$ cat src/rtl/qimag_serial_adder_if.sv
// Handshake and operand/result bundle for qimag_serial_adder.
// op_sub is present only when QIMAG_SUB_EN is defined.
interface qimag_serial_adder_if #(
    parameter int NDIGITS = 8
);
    localparam int RDIGITS = NDIGITS + 4;

    logic                   in_valid;
    logic                   in_ready;
    logic [2*NDIGITS-1:0]   a;
    logic [2*NDIGITS-1:0]   b;
`ifdef QIMAG_SUB_EN
    logic                   op_sub;
`endif
    logic                   out_valid;
    logic                   out_ready;
    logic [2*RDIGITS-1:0]   sum;
    logic                   busy;

`ifdef QIMAG_SUB_EN
    modport master (output in_valid, a, b, op_sub, out_ready,
                    input  in_ready, out_valid, sum, busy);
    modport slave  (input  in_valid, a, b, op_sub, out_ready,
                    output in_ready, out_valid, sum, busy);
`else
    modport master (output in_valid, a, b, out_ready,
                    input  in_ready, out_valid, sum, busy);
    modport slave  (input  in_valid, a, b, out_ready,
                    output in_ready, out_valid, sum, busy);
`endif
endinterface

$ cat src/rtl/qimag_serial_adder.sv
// Digit-serial quater-imaginary (base 2i) adder, one digit per cycle, LSD first.
// Define QIMAG_SUB_EN to add op_sub (A-B) on the interface.
module qimag_serial_adder #(
    parameter int NDIGITS = 8
) (
    input  logic                  clk,
    input  logic                  rst,
    qimag_serial_adder_if.slave   bus
);
    localparam int RDIGITS = NDIGITS + 4;
    localparam int CW      = $clog2(RDIGITS);

    typedef enum logic [1:0] {S_IDLE, S_RUN, S_DONE} state_t;

    state_t                  state_q, state_d;
    logic [2*RDIGITS-1:0]    a_q, a_d;
    logic [2*RDIGITS-1:0]    b_q, b_d;
    logic [2*RDIGITS-1:0]    sum_q, sum_d;
    logic [CW-1:0]           cnt_q, cnt_d;
    // Signed carry delay line: c0 lands on the current digit, c1 on the next one.
    logic signed [1:0]       c0_q, c0_d;
    logic signed [1:0]       c1_q, c1_d;
`ifdef QIMAG_SUB_EN
    logic                    sub_q, sub_d;
`endif

    logic signed [3:0]       da, db, dc, t;
    logic signed [1:0]       c_new;

    // NOTE: every always_comb output gets a default first so no path leaves it unassigned (no latch).
    always_comb begin
        state_d = state_q;
        a_d     = a_q;
        b_d     = b_q;
        sum_d   = sum_q;
        cnt_d   = cnt_q;
        c0_d    = c0_q;
        c1_d    = c1_q;
`ifdef QIMAG_SUB_EN
        sub_d   = sub_q;
`endif
        da      = {2'b00, a_q[1:0]};
        db      = {2'b00, b_q[1:0]};
        dc      = {{2{c0_q[1]}}, c0_q};
        t       = '0;
        c_new   = '0;

        case (state_q)
            S_IDLE: begin
                if (bus.in_valid) begin
                    a_d     = {{(2*(RDIGITS-NDIGITS)){1'b0}}, bus.a};
                    b_d     = {{(2*(RDIGITS-NDIGITS)){1'b0}}, bus.b};
`ifdef QIMAG_SUB_EN
                    sub_d   = bus.op_sub;
`endif
                    c0_d    = '0;
                    c1_d    = '0;
                    cnt_d   = '0;
                    state_d = S_RUN;
                end
            end
            S_RUN: begin
`ifdef QIMAG_SUB_EN
                t = sub_q ? (da - db + dc) : (da + db + dc);
`else
                t = da + db + dc;
`endif
                // (2i)^2 = -4, so an excess of 4 here is worth -1 two places up.
                if (t >= 4'sd4)      c_new = -2'sd1;
                else if (t < 4'sd0)  c_new = 2'sd1;
                // t-4 and t+4 share the low two bits of t.
                sum_d[{cnt_q, 1'b0} +: 2] = t[1:0];
                a_d   = a_q >> 2;
                b_d   = b_q >> 2;
                c0_d  = c1_q;
                c1_d  = c_new;
                cnt_d = cnt_q + 1'b1;
                if (cnt_q == CW'(RDIGITS - 1)) state_d = S_DONE;
            end
            S_DONE: begin
                if (bus.out_ready) state_d = S_IDLE;
            end
            default: state_d = S_IDLE;
        endcase
    end

    // NOTE: sequential state uses non-blocking assignments only.
    always_ff @(posedge clk or posedge rst) begin
        if (rst) begin
            state_q <= S_IDLE;
            a_q     <= '0;
            b_q     <= '0;
            sum_q   <= '0;
            cnt_q   <= '0;
            c0_q    <= '0;
            c1_q    <= '0;
`ifdef QIMAG_SUB_EN
            sub_q   <= 1'b0;
`endif
        end else begin
            state_q <= state_d;
            a_q     <= a_d;
            b_q     <= b_d;
            sum_q   <= sum_d;
            cnt_q   <= cnt_d;
            c0_q    <= c0_d;
            c1_q    <= c1_d;
`ifdef QIMAG_SUB_EN
            sub_q   <= sub_d;
`endif
        end
    end

    assign bus.in_ready  = (state_q == S_IDLE);
    assign bus.busy      = (state_q == S_RUN);
    assign bus.out_valid = (state_q == S_DONE);
    assign bus.sum       = sum_q;

endmodule

$ cat src/flat_wrapper.sv
// flat-port wrapper written by rule: the top's interface ports become plain ports
module qimag_serial_adder_flat 
#(
    parameter int NDIGITS = 8
)
  (clk, rst, bus_in_valid, bus_a, bus_b, bus_out_ready, bus_in_ready, bus_out_valid, bus_sum, bus_busy);
  qimag_serial_adder_if #(.NDIGITS(NDIGITS)) bus_i ();
  input  logic clk;
  input  logic rst;
  input wire logic [$bits(bus_i.in_valid)-1:0] bus_in_valid;
  input wire logic [$bits(bus_i.a)-1:0] bus_a;
  input wire logic [$bits(bus_i.b)-1:0] bus_b;
  input wire logic [$bits(bus_i.out_ready)-1:0] bus_out_ready;
  output wire logic [$bits(bus_i.in_ready)-1:0] bus_in_ready;
  output wire logic [$bits(bus_i.out_valid)-1:0] bus_out_valid;
  output wire logic [$bits(bus_i.sum)-1:0] bus_sum;
  output wire logic [$bits(bus_i.busy)-1:0] bus_busy;
  assign bus_i.in_valid = bus_in_valid;
  assign bus_i.a = bus_a;
  assign bus_i.b = bus_b;
  assign bus_i.out_ready = bus_out_ready;
  assign bus_in_ready = bus_i.in_ready;
  assign bus_out_valid = bus_i.out_valid;
  assign bus_sum = bus_i.sum;
  assign bus_busy = bus_i.busy;
  qimag_serial_adder #(.NDIGITS(NDIGITS)) u_core (.clk(clk), .rst(rst), .bus(bus_i));
endmodule
$ cat config.mk
export PLATFORM = sky130hd
export DESIGN_NAME = qimag_serial_adder_flat
export DESIGN_NICKNAME = d
export VERILOG_FILES = /design/src/rtl/qimag_serial_adder_if.sv /design/src/rtl/qimag_serial_adder.sv /design/src/flat_wrapper.sv
export SDC_FILE = /design/constraint.sdc
export NUM_CORES = 1
export LEC_CHECK = 0
export ABC_AREA = 1
export CORE_UTILIZATION = 55
export DETAILED_ROUTE_END_ITERATION = 7
export GPL_TIMING_DRIVEN = 0
export PLACE_DENSITY = 0.82
export SETUP_SLACK_MARGIN = 0.4
export SYNTH_ARGS = -nofsm -noshare
export SYNTH_HDL_FRONTEND = slang
export SYNTH_SLANG_ARGS = --single-unit
$ cat constraint.sdc
create_clock -name clk -period 6.31 [get_ports clk]
set_clock_uncertainty 0.2 [all_clocks]
set_input_delay 0.631 -clock clk [delete_from_list [all_inputs] [get_ports clk]]
set_output_delay 0.631 -clock clk [all_outputs]
set_load 0.02 [all_outputs]
## Yosys cells after proc, flatten, opt, wreduce, memory -nomap -nowiden

Index checks and enable logic that the tools add are counted.
W data, S select, Z words.

- Flip-flop bits (word level): 82
- Input bits: 36
- Output and inout bits: 27
- Logic and storage cells: 41

- Add/sub/neg operators: 4
- $lt $le $gt $ge: 2
- Equality and inequality tests: 6
- Shift operators: 2
- Multiplexer cells: 16
- Reduce and logical (&&, ||, !) cells: 4

Operator list:

| operator | count |
|---|---|
| $pmux W24 S2 | 2 |
| $mux W24 | 2 |
| $bwmux W24 | 1 |
| $shift A2 B7 Y24 const A | 1 |
| $shiftx A2 B7 Y24 | 1 |
| $mux W2 | 5 |
| $pmux W2 S2 | 2 |
| $pmux W4 S2 | 1 |
| $neg A5 Y7 | 1 |
| $pmux W2 S3 | 1 |
| $add A4 B1 Y4 const B | 1 |
| $add A4 B2 Y4 | 1 |
| $eq A4 B4 Y1 const B | 1 |
| $ge A4 B4 Y1 const B | 1 |
| $lt A4 B1 Y1 const B | 1 |
| $mux W4 | 1 |
| $ne A2 B2 Y1 const B | 2 |
| $add A2 B2 Y3 | 1 |
| $reduce_and A3 Y1 | 1 |
| $eq A2 B1 Y1 const B | 1 |
| $eq A2 B2 Y1 const B | 1 |
| $logic_not A2 Y1 | 1 |
| $ne A2 B1 Y1 const B | 1 |
| $reduce_and A2 Y1 | 1 |
| 2 further kinds | 2 |

## Longest topological paths before layout

- Depth after elaboration: 6
- Mapped depth: 11
- Mapped depth without buffers: 11

## Least setup slack after synthesis

Ideal clock, no wire load.

- Path kind: register to register
- From: reg u_core.b_q[0]
- To: reg u_core.sum_q[7] (netlist: u_core.bus.sum[7])
- Library setup time: 0.065 ns
- Arrival time: 2.032 ns
- Required time: 6.045 ns
- Setup slack: 4.012 ns
- Stages on the path, launching flop included: 10
- Path buffers: 0
- Period minus slack after synthesis: 2.298 ns
- Path through: dfrtp_1 ha_1 inv_1 fa_1 fa_1 inv_1 nand3_1 nor2_1 nand3_1 nand2_1

- Longest elaborated chain between the ends: 4

Ends and longest elaborated chain:

| item | line | text |
|---|---|---|
| from (decl) | qimag_serial_adder.sv:17 | `logic [2*RDIGITS-1:0] b_q, b_d;` |
| from (signal assigned) | qimag_serial_adder.sv:92 | `b_q <= '0;` |
| from (signal assigned) | qimag_serial_adder.sv:103 | `b_q <= b_d;` |
| $add A2 B2 Y3 | qimag_serial_adder.sv:66 | `t = da + db + dc;` |
| $add A4 B2 Y4 | qimag_serial_adder.sv:66 |  |
| $shiftx A2 B7 Y24 | qimag_serial_adder.sv:72 | `sum_d[{cnt_q, 1'b0} +: 2] = t[1:0];` |
| $bwmux W24 | qimag_serial_adder.sv:72 |  |
| to (signal assigned) | qimag_serial_adder.sv:104 | `sum_q <= sum_d;` |
| to (decl) | qimag_serial_adder.sv:18 | `logic [2*RDIGITS-1:0] sum_q, sum_d;` |

Every way passes these cells.
A chain may end at the register's enable or synchronous reset.

## Worst setup path after layout

- From: reg u_core.state_q[0]
- To: out bus_busy

- Longest elaborated chain between the ends: 1

Ends and longest elaborated chain:

| item | line | text |
|---|---|---|
| from (decl) | qimag_serial_adder.sv:15 | `state_t state_q, state_d;` |
| from (signal assigned) | qimag_serial_adder.sv:101 | `state_q <= state_d;` |
| $eq A2 B1 Y1 | qimag_serial_adder.sv:115 | `assign bus.busy = (state_q == S_RUN);` |
| to (decl) | flat_wrapper.sv:17 | `output wire logic [$bits(bus_i.busy)-1:0] bus_busy;` |

Every way passes these cells.

==> flow_metrics.py <==
metrics = {
    "final_layout": {
        "diodes": 0,
        "final_cell_mix": "nand2_1 (133), dfrtp_1 (66), clkdlybuf4s50_1 (62), nand3_1 (43), inv_1 (28)",
        "drive_gt1_share_pct": 9.821,
        "design_area_mm2": 0.004096,
        "final_common_cell": "nand2_1",
        "synthToLayoutAreaGrowth_pct": 29.71,
        "nets": 490,
    },
    "worst_setup_path": {
        "worstSetupPathType": "reg -> out",
        "critPathCaptureType": "primary output",
        "cp_slowest_stage_delay_ns": 0.64,
        "crit_path_cell_trace": "inv_1 -> nor2_4 -> buf_4 -> buf_2 -> clkdlybuf4s50_1",
        "slowest_stage": "clkdlybuf4s50_1",
        "cp.arrival_ns": 2.12,
        "cp_num_buf_inv": 4,
        "critPathLaunch": "u_core.state_q[0]$_DFFE_PP0P_",
        "reg2reg_from": "u_core.a_q[0]$_DFFE_PP0P_",
        "critPathMaxFanout": 10,
        "worstSetupStartpointType": "register",
        "crit_family": "buffers and inverters",
        "cp_data_required_time_ns": 5.48,
    },
    "timing": {
        "worstMarginPinSlew_ns": 0.9413,
        "maxSlewViolCount": 0,
        "clock.fmax_ghz": 0.3386,
        "fin_ws_ns": 3.357,
        "hold_viol": 0,
        "finalSetupViolCount": 0,
        "hold_ws_ns": 0.2681,
        "fin_tns_setup_ns": 0,
        "relSlewSlack_pct": 37.16,
        "rsz0062_at_grt": "no",
        "finalCritPeriodShare_pct": 46.80,
        "period_needed_ns": 2.953,
    },
    "placement": {
        "place_ws_ns": 3.718,
        "place_congestion": 0.8440,
        "port_buffers": 62,
        "post_dp_cell_area_mm2": 0.003896,
        "dp_hpwl_um": 5284,
    },
    "route": {
        "wl_per_cell_um": 14.17,
        "drt_iter0_drc": 199,
        "via_per_inst": 5.415,
        "postRouteAntennaNets": 0,
        "drt-pass1-iter-count": 5,
        "drc": 0,
        "vias": 2816,
        "routed_wl_um": 7368,
    },
    "floorplan": {
        "core_area_mm2": 0.005507,
        "start_util_pct": 57.35,
        "die_h_um": 77.78,
        "die_width_um": 77.78,
        "dieArea_mm2": 0.006049,
        "pin_count": 63,
        "num_rows": 27,
    },
    "run": {
        "max-cap-violations": 0,
    },
    "synthesis": {
        "avgSynthCellArea_um2": 8.535,
        "synth_xor_xnor_area_share_pct": 0.5547,
        "ys_types": 29,
        "synthAdderAreaFrac_pct": 4.437,
        "synth_top_area_share_pct": 52.30,
        "synth_top_family_by_area": "simple AND/OR/NAND/NOR gates",
        "netlist_instances": 370,
        "synth_compound_area_share_pct": 8.201,
        "yosysWarnings": 0,
        "syn_nets": 416,
        "ys_seq_area_share_pct": 52.30,
        "yosys-top-cells-area": "dfrtp_1 (52%), nand2_1 (16%), nand3_1 (6.8%)",
        "synth_simple_gate_area_share_pct": 28.45,
        "ys_seq_elements": 66,
        "yosysTopAreaCell": "dfrtp_1",
        "synth_mux_area_share_pct": 0,
        "netlist_area_mm2": 0.003158,
    },
    "power_and_ir_drop": {
        "ir_worst_vdd_mv": 0.2406,
        "power_mw": 2.171,
        "clkPwrFrac_pct": 17.3,
        "p_comb_share_pct": 50.8,
        "pwr-share-seq_pct": 31.9,
        "swShare_pct": 44.49,
        "p_sw_mw": 0.9659,
        "power.internal_mw": 1.205,
        "power_density_mw_per_mm2": 530.1,
        "leakage_nw": 1.973,
    },
    "cts": {
        "htreeDepth": 3,
        "cts_resized": 0,
        "clkTransAtPathRegs_ns": 0.07,
        "hold_buffers": 0,
        "clock_path_buffers": 2,
        "cts_root_buffer": "clkbuf_8",
        "cts_tree": "built",
        "clkLatencyLatePin_ns": 0.35,
        "cts_inserted_buffers": 9,
        "cts.sinks": 66,
        "post_cts_buffers": 0,
    },
    "global_route": {
        "grt_pass1_vias": 2782,
        "grt_antenna_before_repair": 0,
        "grt_pass1_wl_um": 12770,
        "track_usage_pct": 27.43,
        "grt-ovfl-total": 0,
        "grt_max_degree": 44,
    },
    "min_path": {
        "hold_start": "u_core.bus.sum[20]$_DFFE_PP0P_",
        "hp-class": "reg -> reg",
    },
    "outcome": {
        "status": "completed",
    },
}
-- synthesized netlist by cell type, drive strengths merged --
master and instances:
ha 8, inv 36, o22ai 2, fa 2, o211ai 12, o221ai 1
xnor2 1, nor3 3, dfrtp 66, clkbuf 1, xor2 1, o21ai 13
buf 10, o31ai 1, nand2 137, nand3 44, nor2 17, a21oi 3
o21bai 1, a22oi 7, nand4 4
-- cell families after synthesis --
| logic type | after synthesis |
|---|---|
| xor gates and xnor gates | 2 |
| buffers and inverters | 47 |
| and+or+nand+nor | 205 |
| AOI/OAI and AO/OA | 40 |
| adders and majority gates | 10 |
| DFF | 66 |
-- registers in the layout, indices dropped and copies added (netlist names) --
name / count
u_core.c0_q: 2
u_core.c1_q: 2
u_core.state_q: 2
u_core.cnt_q: 4
u_core.b_q: 16
u_core.a_q: 16
u_core.bus.sum: 24
-- power by group through the flow --
stage	logic [mW]	clock network (mW)	registers, mW
after floorplan	0.683	0	0.742
after global placement	1.05	0	0.691
after detailed placement	1.09	0	0.697
after CTS	1.10	0.377	0.691
after global routing	1.22	0.401	0.710
final	1.10	0.376	0.692
-- area by class of cell --
| cell class | count | area [um^2] |
|---|---|---|
| Fill cell | 412 | 1410 |
| Inverter | 36 | 135.1 |
| Clock inverter | 3 | 65.06 |
| Timing Repair Buffer | 63 | 648.1 |
| Multi-Input combinational cell | 257 | 1315 |
| Buffer | 11 | 56.30 |
| Clock buffer | 12 | 135.1 |
| Tap cell | 72 | 90.09 |
| Sequential cell | 66 | 1652 |
-- tightest hold or removal path, cell delays in order, from the launching register on --
cell and delay, ns:
dfrtp_1 0.34, nand2_1 0.05, nand2_1 0.04
-- path summary, 6_finish.rpt --
| check | endpoint | slack, ns | cells after the start |
|---|---|---|---|
| max in group asynchronous | u_core.b_q[8]$_DFFE_PP0P_ | 4.67 | 3 |
| worst max-delay path | bus_busy | 3.36 | 5 |
| min in group asynchronous | u_core.bus.sum[3]$_DFFE_PP0P_ | 0.61 | 2 |
| worst min-delay path | u_core.bus.sum[20]$_DFFE_PP0P_ | 0.27 | 2 |
| worst max register to register | u_core.bus.sum[7]$_DFFE_PP0P_ | 3.68 | 9 |
| worst min register to register | u_core.bus.sum[20]$_DFFE_PP0P_ | 0.27 | 2 |
-- metal layers --
metal  global-route usage (%)  share of wire [%]
met1                    34.16                 42
met2                    45.58                 50
met3                    7.412                6.1
met4                    10.19                1.9
met5                        0                  0
-- per-stage QoR --
stage	util (%)	instances
after CTS	74.39	520
after global placement	70.26	504
after floorplan	-	370
final	74.39	520
after global routing	74.39	520
after detailed placement	70.76	505
Power figures use the tool's default switching activity.
